`src/rtl/control_pkg.sv`:
```
// control_pkg: shared definitions for the multi-cycle control unit.
//   - state_e      : FSM state encoding (also exported on the debug port)
//   - OP_*         : RV32 major opcodes recognised by the decoder
//   - ALU_*, SRCA_*, PC_*, RES_* : datapath select encodings
//   - cls_e        : registered opcode class
//   - alu_ctrl()   : per-class ALU control bundle, held from EXEC to retire
package control_pkg;

  typedef enum logic [2:0] {
    S_IDLE   = 3'd0,
    S_FETCH  = 3'd1,
    S_DECODE = 3'd2,
    S_EXEC   = 3'd3,
    S_MEM    = 3'd4,
    S_WB     = 3'd5,
    S_TRAP   = 3'd6
  } state_e;

  localparam logic [6:0] OP_LOAD   = 7'b0000011;
  localparam logic [6:0] OP_STORE  = 7'b0100011;
  localparam logic [6:0] OP_R      = 7'b0110011;
  localparam logic [6:0] OP_IMM    = 7'b0010011;
  localparam logic [6:0] OP_BRANCH = 7'b1100011;
  localparam logic [6:0] OP_JAL    = 7'b1101111;
  localparam logic [6:0] OP_JALR   = 7'b1100111;
  localparam logic [6:0] OP_LUI    = 7'b0110111;
  localparam logic [6:0] OP_AUIPC  = 7'b0010111;
  localparam logic [6:0] OP_FP     = 7'b1010011;
  localparam logic [6:0] OP_FLW    = 7'b0000111;
  localparam logic [6:0] OP_FSW    = 7'b0100111;
  localparam logic [6:0] OP_SYSTEM = 7'b1110011;

  localparam logic [1:0] ALU_ADD    = 2'd0;
  localparam logic [1:0] ALU_SUB    = 2'd1;
  localparam logic [1:0] ALU_RTYPE  = 2'd2;
  localparam logic [1:0] ALU_IARITH = 2'd3;

  localparam logic [1:0] SRCA_RS1  = 2'd0;
  localparam logic [1:0] SRCA_PC   = 2'd1;
  localparam logic [1:0] SRCA_ZERO = 2'd2;

  localparam logic [1:0] PC_PLUS4 = 2'd0;
  localparam logic [1:0] PC_IMM   = 2'd1;
  localparam logic [1:0] PC_ALU   = 2'd2;

  localparam logic [1:0] RES_ALU = 2'd0;
  localparam logic [1:0] RES_MEM = 2'd1;
  localparam logic [1:0] RES_PC4 = 2'd2;
  localparam logic [1:0] RES_CSR = 2'd3;

  typedef enum logic [3:0] {
    CL_ILLEGAL, CL_R, CL_IARITH, CL_LOAD, CL_STORE, CL_BRANCH, CL_JAL,
    CL_JALR, CL_LUI, CL_AUIPC, CL_FARITH, CL_FLW, CL_FSW, CL_CSR
  } cls_e;

  typedef struct packed {
    logic [1:0] alu_op;
    logic [1:0] alu_src_a;
    logic       alu_src_b;
    logic       falu_en;
  } alu_ctrl_t;

  function automatic alu_ctrl_t alu_ctrl(input cls_e c);
    alu_ctrl_t r;
    r = '0;
    case (c)
      CL_R:       r.alu_op = ALU_RTYPE;
      CL_IARITH: begin
        r.alu_op    = ALU_IARITH;
        r.alu_src_b = 1'b1;
      end
      CL_LOAD, CL_STORE, CL_FLW, CL_FSW, CL_JALR: r.alu_src_b = 1'b1;
      CL_BRANCH:  r.alu_op = ALU_SUB;
      CL_AUIPC: begin
        r.alu_src_a = SRCA_PC;
        r.alu_src_b = 1'b1;
      end
      CL_LUI: begin
        r.alu_src_a = SRCA_ZERO;
        r.alu_src_b = 1'b1;
      end
      CL_FARITH: begin
        r.alu_op  = ALU_RTYPE;
        r.falu_en = 1'b1;
      end
      default: ;
    endcase
    return r;
  endfunction

endpackage

```
`src/rtl/mc_decode.sv`:
```
// mc_decode: combinational opcode-to-class mapping.
//   opcode : IR[6:0]
//   cls    : instruction class (CL_ILLEGAL when not supported)
//   legal  : high when cls is a supported class
// Float and SYSTEM opcodes map to CL_ILLEGAL when their enable is 0.
module mc_decode
  import control_pkg::*;
#(
  parameter bit FLOAT_EN = 1'b1,
  parameter bit CSR_EN   = 1'b0
) (
  input  logic [6:0] opcode,
  output cls_e       cls,
  output logic       legal
);

  always_comb begin
    cls = CL_ILLEGAL;
    case (opcode)
      OP_R:      cls = CL_R;
      OP_IMM:    cls = CL_IARITH;
      OP_LOAD:   cls = CL_LOAD;
      OP_STORE:  cls = CL_STORE;
      OP_BRANCH: cls = CL_BRANCH;
      OP_JAL:    cls = CL_JAL;
      OP_JALR:   cls = CL_JALR;
      OP_LUI:    cls = CL_LUI;
      OP_AUIPC:  cls = CL_AUIPC;
      OP_FP:     if (FLOAT_EN) cls = CL_FARITH;
      OP_FLW:    if (FLOAT_EN) cls = CL_FLW;
      OP_FSW:    if (FLOAT_EN) cls = CL_FSW;
      OP_SYSTEM: if (CSR_EN)   cls = CL_CSR;
      default:   cls = CL_ILLEGAL;
    endcase
    legal = (cls != CL_ILLEGAL);
  end

endmodule

```
`src/rtl/multicycle_control_unit.sv`:
```
// multicycle_control_unit: FETCH/DECODE/EXEC/MEM/WB sequencer with
// instruction/data memory ready handshakes, illegal-opcode trap and a
// retired-instruction counter.
//   Inputs : clk, rst_n (async, active low), opcode, imem_ready,
//            dmem_ready, branch_taken, trap_ack
//   Outputs: memory requests, IR/PC/RF write enables, datapath selects,
//            illegal_insn, instret, state (debug)
// Outputs are decoded from the registered state and class; ir_write,
// store/branch retire and pc_src in EXEC also depend on the ready and
// branch inputs so they coincide with the handshake cycle.
module multicycle_control_unit
  import control_pkg::*;
#(
  parameter bit          FLOAT_EN = 1'b1,
  parameter bit          CSR_EN   = 1'b0,
  parameter int unsigned CNT_W    = 64
) (
  input  logic             clk,
  input  logic             rst_n,
  input  logic [6:0]       opcode,
  input  logic             imem_ready,
  input  logic             dmem_ready,
  input  logic             branch_taken,
  input  logic             trap_ack,
  output logic             imem_req,
  output logic             ir_write,
  output logic             dmem_req,
  output logic             dmem_we,
  output logic             pc_write,
  output logic [1:0]       pc_src,
  output logic [1:0]       alu_op,
  output logic [1:0]       alu_src_a,
  output logic             alu_src_b,
  output logic [1:0]       result_src,
  output logic             reg_write,
  output logic             freg_write,
  output logic             falu_en,
  output logic             csr_we,
  output logic             illegal_insn,
  output logic [CNT_W-1:0] instret,
  output logic [2:0]       state
);

  state_e           state_q, state_d;
  cls_e             class_q, class_d;
  cls_e             dec_class;
  logic             dec_legal;
  logic [CNT_W-1:0] instret_q, instret_d;
  logic             retire;
  alu_ctrl_t        ac;
  logic             is_mem, is_store, is_fp_wb;

  mc_decode #(
    .FLOAT_EN(FLOAT_EN),
    .CSR_EN  (CSR_EN)
  ) u_decode (
    .opcode(opcode),
    .cls   (dec_class),
    .legal (dec_legal)
  );

  assign ac       = alu_ctrl(class_q);
  assign is_store = (class_q == CL_STORE) || (class_q == CL_FSW);
  assign is_mem   = is_store || (class_q == CL_LOAD) || (class_q == CL_FLW);
  assign is_fp_wb = (class_q == CL_FARITH) || (class_q == CL_FLW);

  always_comb begin
    state_d      = state_q;
    class_d      = class_q;
    retire       = 1'b0;
    imem_req     = 1'b0;
    ir_write     = 1'b0;
    dmem_req     = 1'b0;
    dmem_we      = 1'b0;
    pc_write     = 1'b0;
    pc_src       = PC_PLUS4;
    alu_op       = ALU_ADD;
    alu_src_a    = SRCA_RS1;
    alu_src_b    = 1'b0;
    result_src   = RES_ALU;
    reg_write    = 1'b0;
    freg_write   = 1'b0;
    falu_en      = 1'b0;
    csr_we       = 1'b0;
    illegal_insn = 1'b0;

    // ALU controls are held through MEM and WB so the ALU result
    // register stays stable until the instruction retires.
    if (state_q inside {S_EXEC, S_MEM, S_WB}) begin
      {alu_op, alu_src_a, alu_src_b, falu_en} = ac;
    end

    case (state_q)
      S_IDLE: state_d = S_FETCH;
      S_FETCH: begin
        imem_req = 1'b1;
        if (imem_ready) begin
          ir_write = 1'b1;
          state_d  = S_DECODE;
        end
      end
      S_DECODE: begin
        class_d = dec_class;
        state_d = dec_legal ? S_EXEC : S_TRAP;
      end
      S_EXEC: begin
        if (class_q == CL_BRANCH) begin
          pc_write = 1'b1;
          pc_src   = branch_taken ? PC_IMM : PC_PLUS4;
          retire   = 1'b1;
          state_d  = S_FETCH;
        end else begin
          state_d = is_mem ? S_MEM : S_WB;
        end
      end
      S_MEM: begin
        dmem_req = 1'b1;
        dmem_we  = is_store;
        if (dmem_ready) begin
          if (is_store) begin
            pc_write = 1'b1;
            retire   = 1'b1;
            state_d  = S_FETCH;
          end else begin
            state_d = S_WB;
          end
        end
      end
      S_WB: begin
        pc_write   = 1'b1;
        retire     = 1'b1;
        reg_write  = !is_fp_wb;
        freg_write = is_fp_wb;
        case (class_q)
          CL_LOAD, CL_FLW: result_src = RES_MEM;
          CL_JAL:  begin result_src = RES_PC4; pc_src = PC_IMM; end
          CL_JALR: begin result_src = RES_PC4; pc_src = PC_ALU; end
          CL_CSR:  begin result_src = RES_CSR; csr_we = 1'b1;   end
          default: ;
        endcase
        state_d = S_FETCH;
      end
      S_TRAP: begin
        illegal_insn = 1'b1;
        if (trap_ack) state_d = S_FETCH;
      end
      default: state_d = S_IDLE;
    endcase

    instret_d = retire ? instret_q + CNT_W'(1) : instret_q;
  end

  always_ff @(posedge clk or negedge rst_n) begin
    if (!rst_n) begin
      state_q   <= S_IDLE;
      class_q   <= CL_ILLEGAL;
      instret_q <= '0;
    end else begin
      state_q   <= state_d;
      class_q   <= class_d;
      instret_q <= instret_d;
    end
  end

  assign instret = instret_q;
  assign state   = state_q;

endmodule

```
`config.mk`:
```
export PLATFORM = sky130hd
export DESIGN_NAME = multicycle_control_unit
export DESIGN_NICKNAME = d
export VERILOG_FILES = /design/src/rtl/control_pkg.sv /design/src/rtl/mc_decode.sv /design/src/rtl/multicycle_control_unit.sv
export SDC_FILE = /design/constraint.sdc
export NUM_CORES = 1
export LEC_CHECK = 0
export BUFFER_PORTS_ARGS = -buffer_cell sky130_fd_sc_hd__buf_2
export CAP_MARGIN = 10
export CORE_MARGIN = 2
export CORE_UTILIZATION = 53
export DETAILED_ROUTE_END_ITERATION = 7
export GPL_TIMING_DRIVEN = 0
export PLACE_DENSITY = 0.86
export SETUP_SLACK_MARGIN = 0.15
export SLEW_MARGIN = 20
export SYNTH_ARGS = -nofsm -noshare
export SYNTH_HDL_FRONTEND = slang
export SYNTH_SLANG_ARGS = --single-unit
```
`constraint.sdc`:
```
create_clock -name clk -period 6.4 [get_ports clk]
set_clock_uncertainty 0.15 [all_clocks]
set_input_delay 0 -clock clk [delete_from_list [all_inputs] [get_ports clk]]
set_output_delay 0 -clock clk [all_outputs]
set_load 0.005 [all_outputs]
```
# Word-level counts from Yosys, hierarchy flattened
# Index checks and enable logic that the tools add are counted.
[word_totals] ff_bits=71 input_bits=13 out_inout_bits=86 wordCells=89
[op_classes] add_sub_neg=1 n_eq_ne=34 mux=37 reduce_logical=14
[op_table] operator="$add 64x1->64 const B" n=1
[op_table] operator="$pmux 4 s12" n=1
[op_table] operator="$eq 7x6->1 const B" n=4
[op_table] operator="$eq 7x7->1 const B" n=4
[op_table] operator="$eq 4x4->1 const B" n=6
[op_table] operator="$mux 1" n=20
[op_table] operator="$mux 3" n=6
[op_table] operator="$pmux 3 s6" n=1
[op_table] operator="$eq 4x3->1 const B" n=4
[op_table] operator="$eq 7x5->1 const B" n=2
[op_table] operator="$pmux 2 s2" n=3
[op_table] operator="$pmux 2 s3" n=2
[op_table] operator="$eq 3x3->1 const B" n=3
[op_table] operator="$eq 4x2->1 const B" n=2
[op_table] operator="$reduce_or 2->1" n=4
[op_table] operator="$reduce_or 8->1" n=1
[op_table] operator="$eq 7x2->1 const B" n=1
[op_table] operator="$eq 7x3->1 const B" n=1
[op_table] operator="$eq 3x2->1 const B" n=2
[op_table] operator="$mux 2" n=3
[op_table] operator="$ne 2x2->1 const B" n=3
[op_table] operator="$eq 4x1->1 const B" n=1
[op_table] operator="$logic_or 1x1->1" n=4
[op_table] operator="$reduce_bool 4->1" n=1
[op_table] operator="other kinds (6)" n=6

# Logic depth before layout (Yosys ltp)
# Gate-level depths: netlist of the first run.
[depth] depth_word=7 ltp_mapped=8 mapped_depth_nobuf=6

# Cells and area by module
# A second synthesis of the first run with hierarchy kept.
[unflattened] hier_cells=404 hier_area_um2=3916.3
[modules_own_cells] mod="multicycle_control_unit" n_inst=1 cells_per_inst=383 area_each_um2=3787.4
[modules_own_cells] mod="mc_decode" n_inst=1 cells_per_inst=21 area_each_um2=128.9

# Least setup slack after synthesis of the first run
# OpenSTA, ideal clock, no wires.
[synth_timing] path_kind="register -> register" from="register state_q[0], in the netlist state[0]" to="register instret_q[38], in the netlist instret[38]" arrival_time_ns=1.843 required_ns=6.118 path_slack_ns=4.275 stages_incl_launch_ff=9 n_path_buf=3 period_less_slack_ns=2.125 cell_sequence="dfrtp_1 -> buf_2 -> and3b_1 -> and3_1 -> buf_2 -> o211ai_2 -> buf_2 -> nor3_1 -> xor2_1"
[synth_between] elab_chain_cells=2 elab_cells_between_ends=4 cone_classes="3 x eq/ne; 1 x mux"
[synth_lines] element="from (decl)" line_no="multicycle_control_unit.sv:44" source="state_e state_q, state_d;"
[synth_lines] element="from (signal assigned)" line_no="multicycle_control_unit.sv:159" source="state_q <= state_d;"
[synth_lines] element="$eq 3x3->1 or $eq 3x2->1 (tied branches)" line_no="multicycle_control_unit.sv:93" source="case (state_q)"
[synth_lines] element="$pmux 1 s3 *" line_no="multicycle_control_unit.sv:93"
[synth_lines] element="to (signal assigned)" line_no="multicycle_control_unit.sv:161" source="instret_q <= instret_d;"
[synth_lines] element="to (decl)" line_no="multicycle_control_unit.sv:48" source="logic [CNT_W-1:0] instret_q, instret_d;"
# Mark *: on every way between the ends. The rest lies on a longest branch, timed or not.
# A chain may end at the register's enable or synchronous reset.

# Final worst setup path of the first run
[layout_timing] from="register state_q[1], in the netlist state[1]" to="register class_q[3]"
[layout_between] elab_chain_cells=1
[layout_lines] element="$eq 3x2->1" line_no="multicycle_control_unit.sv:93"
[layout_lines] element="to (signal assigned)" line_no="multicycle_control_unit.sv:160" source="class_q <= class_d;"
[layout_lines] element="to (decl)" line_no="multicycle_control_unit.sv:45" source="cls_e class_q, class_d;"
# Every way passes these cells.

==> results of run 1 <==
[cell usage after synthesis (4+ instances only)]
cell / instances / area share
nor4_2: 6 / 0.019
and3_1: 17 / 0.027
nand4_1: 21 / 0.034
nor2b_1: 6 / 0.0096
nor3_1: 15 / 0.019
o21ai_0: 8 / 0.010
clkbuf_1: 8 / 0.0077
nand2_1: 35 / 0.034
and4_1: 10 / 0.022
nand2b_1: 5 / 0.0080
buf_2: 4 / 0.0051
nor4_1: 6 / 0.0096
xor2_1: 31 / 0.069
dfrtp_1: 71 / 0.45
inv_1: 11 / 0.011
xnor2_1: 33 / 0.074
and2_1: 5 / 0.0080
nand3_1: 27 / 0.035
a21oi_1: 9 / 0.012
nor2_1: 32 / 0.031
[cell type report]
class                   instances  area (µm²)  share of cell area
plain buffers                  13        61.3              0.0125
clock buffers                  11         151              0.0308
clock inverters                 5        78.8              0.0160
inverters                      11        41.3             0.00841
multi-input cells             307        2030               0.413
flip-flops and latches         71        1780               0.362
well taps                      99         124              0.0252
repair buffers                111         651               0.132
[metrics by stage]
step | util | cells | cell area, µm² | power [mW]
6_report | 0.681 | 628 | 4910 | 1.29
5_1_grt | 0.681 | 628 | 4910 | 1.35
4_1_cts | 0.681 | 628 | 4910 | 1.29
3_5_place_dp | 0.630 | 598 | 4540 | 0.849
3_3_place_gp | 0.625 | 597 | 4510 | 0.833
2_1_floorplan | - | 402 | 3910 | 0.732
[logic make-up after synthesis]
kind of cell    count (synthesis)  synth area share
fa+ha+maj                       1           0.00320
buf+inv                        24            0.0263
compound gates                 41            0.0743
simple gates                  198             0.290
xor+xnor                       64             0.143
mux                             3           0.00769
flops                          71             0.455
[worst max-delay path: stages (launching register included)]
cell and delay, ns:
dfrtp_1 0.40, clkbuf_1 0.35, nand3_1 0.36, nor3_1 0.25, dlygate4sd3_1 0.57, a22o_1 0.12
dlygate4sd3_1 0.55
[per-layer routing]
layer,up-vias,track usage,part of all wire
met1,1778,0.321,0.42
li1,1690,-,-
met3,19,0.0453,0.053
met4,0,0.114,0.022
met2,108,0.422,0.50
met5,-,0,0
[final timing paths]
check / start / to / slack [ns] / depth (start not counted)
max in group asynchronous: rst_n / instret[3]$_DFFE_PN0P_ / 5.06 / 3
worst min register to register: instret[63]$_DFFE_PN0P_ / instret[63]$_DFFE_PN0P_ / 0.33 / 1
worst min-delay path: rst_n / instret[9]$_DFFE_PN0P_ / 0.04 / 3
worst max-delay path: state[1]$_DFFE_PN0P_ / class_q[3]$_DFFE_PN0N_ / 3.59 / 6
worst max register to register: state[1]$_DFFE_PN0P_ / class_q[3]$_DFFE_PN0N_ / 3.59 / 6
min in group clk: opcode[1] / class_q[0]$_DFFE_PN0N_ / 0.04 / 5
[timing repair]
| item | in CTS | in global routing |
|---|---|---|
| hold buffers | 14 | 0 |
| hold endpoints to repair | 78 | 0 |
| setup buffers | 0 | 0 |
| setup endpoints to repair | 0 | 0 |
[sequential cells by signal (all words and copies together) (netlist names)]
signal / count
class_q: 4
instret: 64
state: 3
[power groups by stage]
stage	Sequential, mW	Combinational, mW	Clock [mW]
floorplan	0.531	0.201	0
global placement	0.536	0.297	0
detailed placement	0.539	0.310	0
CTS	0.530	0.337	0.418
global route	0.537	0.379	0.436
finish	0.531	0.344	0.413
==> key figures, run 1 <==
Timing
  • Final setup fails: 0
  • Final Hold Vio Count: 0
  • Pins Over Slew Limit: 0
  • Final TNS setup: 0 ns
  • Final worst slack: 3.59 ns
  • Worst-Margin Slew: approximately 0.84 ns
  • Final hold slack: 0.0428 ns
  • Slew headroom: 0.438
  • Final period util: 0.439
  • Minimum clock period: about 2.8 ns
  • RSZ-0062 raised after global routing: no
  • Fmax: approximately 0.36 GHz

Synthesis
  • EDFF count, synth: 0
  • Synth Net Count: between 400 and 500
  • Synth cell types: 50
  • Asr flop ratio synth: 1.00
  • Syn Inst Count: ~400
  • FF+latch count, synth: a little over 70
  • Post-Syn Area: roughly 3900 µm²
  • Synth warn: 0
  • Ys flop type: dfrtp_1
  • Mean post-synth cell area: approximately 10 µm²
  • Post-synthesis sequential area ratio: 0.455

Layout
  • Share of layout cells above drive strength 1: 0.251
  • Area Growth Syn to Fin: 25.7%
  • ANT cells: 0
  • Final-stage net count: 538
  • Most frequent cells in the layout: buf_2, dfrtp_1, nand2_1
  • # fillers: between 500 and 600
  • Most common cell after layout, fill and taps aside: buf_2

Die
  • Die Y: approximately 90 µm
  • Num ports: 99
  • Core Box Area: between 7000 and 8000 µm²
  • Starting Density: 0.542
  • DIE WIDTH: 89.9 µm
  • DIE AREA: 8080 µm²
  • Rows: 31

Routing
  • ANT nets after route: 0
  • Via count: between 3000 and 4000
  • Wire per inst: around 15 µm
  • WL final: approximately 9700 µm
  • Drt initial violations: about 200
  • Drt via density: approximately 5.7
  • DRT Pass-1 Iters: 4
  • Drt drc: 0

Clock tree
  • CTS tree: built
  • Clk root buf: clkbuf_8
  • Post_cts resized: 0
  • # H-tree levels: 3
  • CTS Sinks: 71
  • Clock latency on the worst-skew pair: ~0.35 ns
  • Number of CTS-inserted buffers: 9
  • Clock slew at reported path FFs: roughly 0.080 ns
  • Clk buf depth: 2

Place
  • Port Buffers: between 90 and 100
  • Dpl ws: roughly 3.8 ns
  • Routability Congestion: approximately 0.86
  • HPWL Detailed: 7090 µm

GRT
  • Global-route wire length before repair: between 15000 and 20000 µm
  • Initial antenna violation count: 0
  • GRT Total Usage: 0.252
  • Vias in the first global route: about 3500
  • Largest net degree at the start of global routing: 59
  • Global route total overflow: 0

Critical path
  • Worst setup SP type: flop
  • CP Data Arrival Time: about 2.9 ns
  • Crit Path Category: flop to flop
  • Element type at the critical path end: flop
  • Worst endpoint required time: between 6 and 7 ns
  • Crit-path max FO: 10

Power
  • Sw frac: 0.324
  • Pwr/cell area: approximately 260 nW/µm²
  • Peak VDD IR: around 0.17 mV
  • Comb power frac: 0.267
  • Reg power frac: 0.413
  • Psw: ~420 µW
  • Clock power share: 0.320
  • Lkg Pwr: 2.50 nW
  • Internal power: around 870 µW

Hold path
  • Hold Path Class: input port to async pin

Outcome
  • Status: completed

Run
  • Max-Cap Viols: 0
No activity file was read; power rests on OpenSTA's default activity.
==> run 2: changes to the inputs <==
clock period = 2.7 ns   (was 6.4 ns; I/O delays follow)
==> run 2 against run 1 <==
  * Final cell count up 0.32%
  * Worst hold slack worse by 0.0067 ns
  * Global-route usage is 0.072 points higher
  * Die area did not move
  * Non-clock buffer count rose by 2
  * Final area increased by 0.87%
  * Total power increased by 140%
  * Sequential share of layout area is 0.31 points lower
  * Wire length rose by 0.16%
  * Sequential power up 140%
==> key figures, run 2 (synthesized netlist as in run 1, its figures left out) <==
Critical path
  • R2R Path End: instret[23]$_DFFE_PN0P_ (was class_q[3]$_DFFE_PN0N_)
  • Element type at the critical path end: flop (unchanged)
  • Critical path's top delay family: compound AO/OA/AOI/OAI gates (was buffers and inverters)
  • Worst endpoint required time: 2.82 ns (was 6.53 ns)
  • Crit Path Category: flop to flop (unchanged)
  • CP peak stage delay: 0.55 ns (was 0.57 ns)
  • Slack of the worst reg-to-reg path: 0.32 ns (was 3.59 ns)
  • CP Data Arrival Time: 2.50 ns (was 2.94 ns)
  • WP buf/inv: 0 (was 3)
  • Critical R2R Launch: class_q[2]$_DFFE_PN0N_ (was state[1]$_DFFE_PN0P_)
  • Crit-path max FO: 6 (was 10)
  • Crit path cell chain: nor4bb_1, o21ai_0, a211oi_2, and3_1, xor2_1 (was clkbuf_1, nand3_1, nor3_1, dlygate4sd3_1, a22o_1, dlygate4sd3_1)
  • Max stage delay cell, worst path: a211oi_2 (was dlygate4sd3_1)
  • Worst r2r path cells: 5 (was 6)
  • Worst setup SP type: flop (unchanged)

Routing
  • Wire per inst: 15.5 µm (about the same)
  • WL final: 9740 µm (was 9730 µm)
  • DRT Pass-1 Iters: 5 (was 4)
  • ANT nets after route: 0 (unchanged)
  • Via count: 3608 (was 3595)
  • Drt drc: 0 (unchanged)
  • Drt initial violations: 231 (was 197)
  • Drt via density: 5.73 (was 5.72)

Die
  • Rows: 31 (unchanged)
  • DIE WIDTH: 89.9 µm (unchanged)
  • DIE AREA: 8080 µm² (unchanged)
  • Core Box Area: 7210 µm² (unchanged)
  • Die Y: 89.9 µm (unchanged)
  • Num ports: 99 (unchanged)
  • Starting Density: 0.542 (unchanged)

Layout
  • Area Growth Syn to Fin: 26.8% (was 25.7%)
  • Final instance area: 4950 µm² (was 4910 µm²)
  • Most frequent cells in the layout: buf_2, dfrtp_1, nand2_1 (unchanged)
  • FF+latch area: 1780 µm² (unchanged)
  • # fillers: 570 (was 581)
  • Util after Layout: 0.687 (was 0.681)
  • Number of flip-flops in the largest register: 64 (unchanged)
  • Final-stage net count: 540 (was 538)
  • Share of layout cells above drive strength 1: 0.260 (was 0.251)
  • ANT cells: 0 (unchanged)
  • Footprint of the multi-input gates: 2060 µm² (was 2030 µm²)
  • Most common cell after layout, fill and taps aside: buf_2 (unchanged)

Power
  • Peak VDD IR: 0.395 mV (was 0.167 mV)
  • Pwr/cell area: 615 nW/µm² (was 262 nW/µm²)
  • Lkg Pwr: 2.51 nW (was 2.50 nW)

Clock tree
  • Clock slew at reported path FFs: 0.07 ns (was 0.08 ns)
  • Clk buf depth: 2 (unchanged)
  • Clock latency on the worst-skew pair: 0.35 ns (about the same)
  • Clk root buf: clkbuf_8 (unchanged)
  • CTS Sinks: 71 (unchanged)
  • CTS tree: built (unchanged)
  • Number of CTS-inserted buffers: 9 (unchanged)
  • # H-tree levels: 3 (unchanged)

Place
  • Post-DP Area: 4540 µm² (unchanged)
  • Port Buffers: 96 (unchanged)
  • HPWL Detailed: 7090 µm (unchanged)
  • Routability Congestion: 0.856 (unchanged)

GRT
  • Global route total overflow: 0 (unchanged)
  • Largest net degree at the start of global routing: 59 (unchanged)
  • Met3 Resource Use GR: 0.0453 (unchanged)
  • Grt met1 use: 0.319 (was 0.321)
  • GRT Total Usage: 0.253 (was 0.252)
  • Vias in the first global route: 3542 (was 3506)
  • Initial antenna violation count: 0 (unchanged)
  • GRT busiest layer: met2 (unchanged)
  • Met2 Use GR: 0.426 (was 0.422)
  • Global-route wire length before repair: 16700 µm (about the same)

Timing
  • Final period util: 0.883 (was 0.439)
  • Worst-Margin Slew: 0.771 ns (was 0.842 ns)
  • Fmax: 0.419 GHz (was 0.356 GHz)
  • Final TNS setup: 0 ns (unchanged)
  • Final Hold Vio Count: 0 (unchanged)
  • Slew headroom: 0.481 (was 0.438)
  • Pins Over Slew Limit: 0 (unchanged)
  • Final setup fails: 0 (unchanged)
  • RSZ-0062 raised after global routing: no (unchanged)
  • Minimum clock period: 2.38 ns (was 2.81 ns)

Outcome
  • Status: completed (unchanged)

Hold path
  • WHS Path Cells: 5
  • Hold EP: class_q[0]$_DFFE_PN0N_
  • Hold Path Class: input port to flop (was input port to async pin)
  • Hold Crit Start: opcode[1]

Run
  • Max-Cap Viols: 0 (unchanged)
[run 2: repair_timing]
item | CTS | global route
hold buffers | 14 | 0
endpoints found under the hold margin | 78 | 0
setup endpoints to repair | 4 | 20
buffers inserted | 0 | 2
pin swaps | 0 | 2
gates resized for setup | 1 | 3
[run 2: cell type report]
class,count,share of cell area
Clock buffer,11,0.0306
Sequential cell,71,0.359
Timing Repair Buffer,113,0.134
Inverter,11,0.00833
Clock inverter,5,0.0159
Buffer,13,0.0124
Multi-Input combinational cell,307,0.415
Tap cell,99,0.0250
[run 2: how the worst max path moves through the flow]
stage	end	cells past startpoint	slack (ns)	from
floorplan	instret[38]$_DFFE_PN0P_	8	0.58	state[0]$_DFFE_PN0P_
global placement	instret[37]$_DFFE_PN0P_	6	0.17	instret[2]$_DFFE_PN0P_
detailed placement	instret[23]$_DFFE_PN0P_	6	0.11	instret[2]$_DFFE_PN0P_
CTS	instret[57]$_DFFE_PN0P_	6	0.20	instret[2]$_DFFE_PN0P_
global route	instret[37]$_DFFE_PN0P_	5	0.15	class_q[2]$_DFFE_PN0N_
finish	instret[23]$_DFFE_PN0P_	5	0.32	class_q[2]$_DFFE_PN0N_
[run 2: layer usage]
metal	vias to the layer above	wire length, µm	part of all wire
met1	1765	4090	0.42
met5	-	0	0
li1	1691	-	-
met2	128	4840	0.50
met3	24	559	0.057
met4	0	259	0.027
[run 2: through the flow]
stage | setup WS, ns | total power, mW | cells | hold WS [ns]
6_report | 0.315 | 3.05 | 630 | 0.0361
5_1_grt | 0.152 | 3.21 | 630 | 0.0795
4_1_cts | 0.195 | 3.04 | 628 | 0.00204
3_5_place_dp | 0.105 | 2.01 | 598 | -0.272
3_3_place_gp | 0.170 | 1.98 | 597 | 0.176
2_1_floorplan | 0.575 | 1.74 | 402 | -0.446
[run 2: power breakdown]
| group | internal, mW | total, mW | switching, mW |
|---|---|---|---|
| logic | 0.341 | 0.813 | 0.472 |
| clock network | 0.571 | 0.976 | 0.405 |
| registers | 1.15 | 1.26 | 0.111 |
[run 2: worst min-delay path, cell delays in order]
cell,delay [ns]
buf_2,0.10
nand2_1,0.12
nor2_1,0.06
o21ai_0,0.09
o21ai_0,0.11
==> run 3: changes to the inputs <==
REMOVE_ABC_BUFFERS = 1   (was not set)
==> run 3 against run 2 <==
  * Sequential share of layout area grew 0.51 points
  * Largest cell class unchanged
  * Via count shrank 1.9%
  * Flip-flop and latch count did not move
  * Critical endpoint is now instret[36]$_DFFE_PN0P_
==> key figures, run 3 (synthesized netlist as in run 1, its figures left out) <==
Timing
  • RSZ-0062 raised after global routing: no (unchanged)
  • Fmax: 0.397 GHz (was 0.419 GHz)
  • Worst-Margin Slew: 0.787 ns (was 0.771 ns)
  • Final setup fails: 0 (unchanged)
  • Minimum clock period: 2.52 ns (was 2.38 ns)
  • Final Hold Vio Count: 0 (unchanged)
  • Final period util: 0.932 (was 0.883)
  • Pins Over Slew Limit: 0 (unchanged)
  • Final TNS setup: 0 ns (unchanged)
  • Slew headroom: 0.473 (was 0.481)

GRT
  • Global-route wire length before repair: 16200 µm (was 16700 µm)
  • Global route total overflow: 0 (unchanged)
  • Initial antenna violation count: 0 (unchanged)
  • Vias in the first global route: 3388 (was 3542)
  • Largest net degree at the start of global routing: 54 (was 59)
  • Grt met1 use: 0.319 (about the same)
  • Met3 Resource Use GR: 0.0402 (was 0.0453)
  • Met2 Use GR: 0.403 (was 0.426)
  • GRT Total Usage: 0.243 (was 0.253)
  • GRT busiest layer: met2 (unchanged)

Die
  • Rows: 31 (unchanged)
  • Starting Density: 0.542 (unchanged)
  • Num ports: 99 (unchanged)
  • DIE AREA: 8080 µm² (unchanged)
  • Die Y: 89.9 µm (unchanged)
  • DIE WIDTH: 89.9 µm (unchanged)
  • Core Box Area: 7210 µm² (unchanged)

Power
  • Pwr/cell area: 595 nW/µm² (was 615 nW/µm²)
  • Lkg Pwr: 2.45 nW (was 2.51 nW)
  • Peak VDD IR: 0.436 mV (was 0.395 mV)
  • PnR Total Power: 2.91 mW (was 3.05 mW)

Place
  • Port Buffers: 98 (was 96)
  • Routability Congestion: 0.908 (was 0.856)
  • HPWL Detailed: 6780 µm (was 7090 µm)
  • Post-DP Area: 4490 µm² (was 4540 µm²)
  • Placed Cells: 587 (was 598)

Critical path
  • Most frequent CP cell: nor4_1
  • Worst setup SP type: flop (unchanged)
  • Crit Path Category: flop to flop (unchanged)
  • Element type at the critical path end: flop (unchanged)
  • Worst endpoint required time: 2.82 ns (about the same)
  • CP Data Arrival Time: 2.64 ns (was 2.50 ns)
  • Crit path cell chain: ha_1, inv_1, nor4_1, o211ai_4, nor4_1, xor2_1 (was nor4bb_1, o21ai_0, a211oi_2, and3_1, xor2_1)
  • Crit-path max FO: 15 (was 6)
  • CP peak stage delay: 0.56 ns (was 0.55 ns)
  • Max stage delay cell, worst path: nor4_1 (was a211oi_2)

Clock tree
  • Clk root buf: clkbuf_8 (unchanged)
  • Number of CTS-inserted buffers: 9 (unchanged)
  • Clock slew at reported path FFs: 0.08 ns (was 0.07 ns)
  • # H-tree levels: 3 (unchanged)
  • CTS tree: built (unchanged)
  • CTS Sinks: 71 (unchanged)
  • Clock latency on the worst-skew pair: 0.35 ns (about the same)
  • Clk buf depth: 2 (unchanged)

Layout
  • Util after Layout: 0.678 (was 0.687)
  • Most common cell after layout, fill and taps aside: buf_2 (unchanged)
  • Area Growth Syn to Fin: 25.1% (was 26.8%)
  • Final-stage net count: 529 (was 540)
  • Share of layout cells above drive strength 1: 0.262 (was 0.260)
  • Footprint of the multi-input gates: 2060 µm² (about the same)
  • Most frequent cells in the layout: buf_2, dfrtp_1, nand2_1 (unchanged)
  • # fillers: 562 (was 570)
  • Number of flip-flops in the largest register: 64 (unchanged)
  • Fin cells: 619 (was 630)
  • Final instance area: 4890 µm² (was 4950 µm²)
  • FF+latch area: 1780 µm² (about the same)
  • ANT cells: 0 (unchanged)

Routing
  • Wire per inst: 15.6 µm (was 15.5 µm)
  • Drt via density: 5.72 (was 5.73)
  • DRT Pass-1 Iters: 5 (unchanged)
  • ANT nets after route: 0 (unchanged)
  • Drt drc: 0 (unchanged)
  • Via count: 3538 (was 3608)
  • Drt initial violations: 230 (was 231)
  • WL final: 9660 µm (was 9740 µm)

Hold path
  • Hold Path Class: input port to flop (unchanged)

Outcome
  • Status: completed (unchanged)

Run
  • Max-Cap Viols: 0 (unchanged)
==> run 3: path summary, 6_finish.rpt <==
path / from / cells past startpoint / slack (ns) / to
setup / recovery: instret[0]$_DFFE_PN0P_ / 6 / 0.18 / instret[36]$_DFFE_PN0P_
hold reg to reg: instret[63]$_DFFE_PN0P_ / 1 / 0.32 / instret[63]$_DFFE_PN0P_
hold / removal: opcode[1] / 5 / 0.03 / class_q[0]$_DFFE_PN0N_
setup reg to reg: instret[0]$_DFFE_PN0P_ / 6 / 0.18 / instret[36]$_DFFE_PN0P_
max in group asynchronous: rst_n / 3 / 1.17 / instret[11]$_DFFE_PN0P_
min in group asynchronous: rst_n / 3 / 0.05 / instret[54]$_DFFE_PN0P_
==> run 3: where the power goes <==
part	switching (mW)	internal (mW)	leakage, nW
Clock	0.430	0.435	0.0964
Sequential	0.195	1.15	0.954
Combinational	0.373	0.326	1.40
==> run 3: cell type report <==
| class | count | area share |
|---|---|---|
| Clock buffer | 9 | 0.0253 |
| Clock inverter | 7 | 0.0164 |
| Inverter | 11 | 0.00845 |
| Multi-Input combinational cell | 307 | 0.422 |
| Sequential cell | 71 | 0.364 |
| Tap cell | 99 | 0.0253 |
| Timing Repair Buffer | 115 | 0.139 |
==> run 3: routing by layer <==
layer,vias to the layer above,share of wire,wire (µm)
met3,24,0.051,493
met2,132,0.50,4790
met1,1711,0.43,4140
met5,-,0,0
met4,0,0.024,232
li1,1671,-,-
==> run 3: worst max-delay path, delay by kind of cell (launching register included) <==
| kind | cells | cell delay, ns |
|---|---|---|
| and+or+nand+nor | 2 | 1.02 |
| DFF | 1 | 0.41 |
| buffers and inverters | 1 | 0.08 |
| adders and majority gates | 1 | 0.22 |
| xor gates and xnor gates | 1 | 0.21 |
| AOI/OAI and AO/OA | 1 | 0.35 |
==> run 3: through the flow <==
step / hold WS [ns] / setup WS [ns]
finish: 0.0286 / 0.184
global route: 0.0870 / 0.0268
CTS: 0.0278 / 0.173
detailed placement: -0.257 / 0.0355
global placement: 0.153 / 0.136
floorplan: -0.446 / 0.489
==> run 3: repair_timing <==
item                       CTS  global route
setup endpoints to repair   13            36
setup buffers                0             1
pin swaps                    0             3
hold buffers                15             0
gates resized for setup      2             7
hold endpoints to repair    78             0
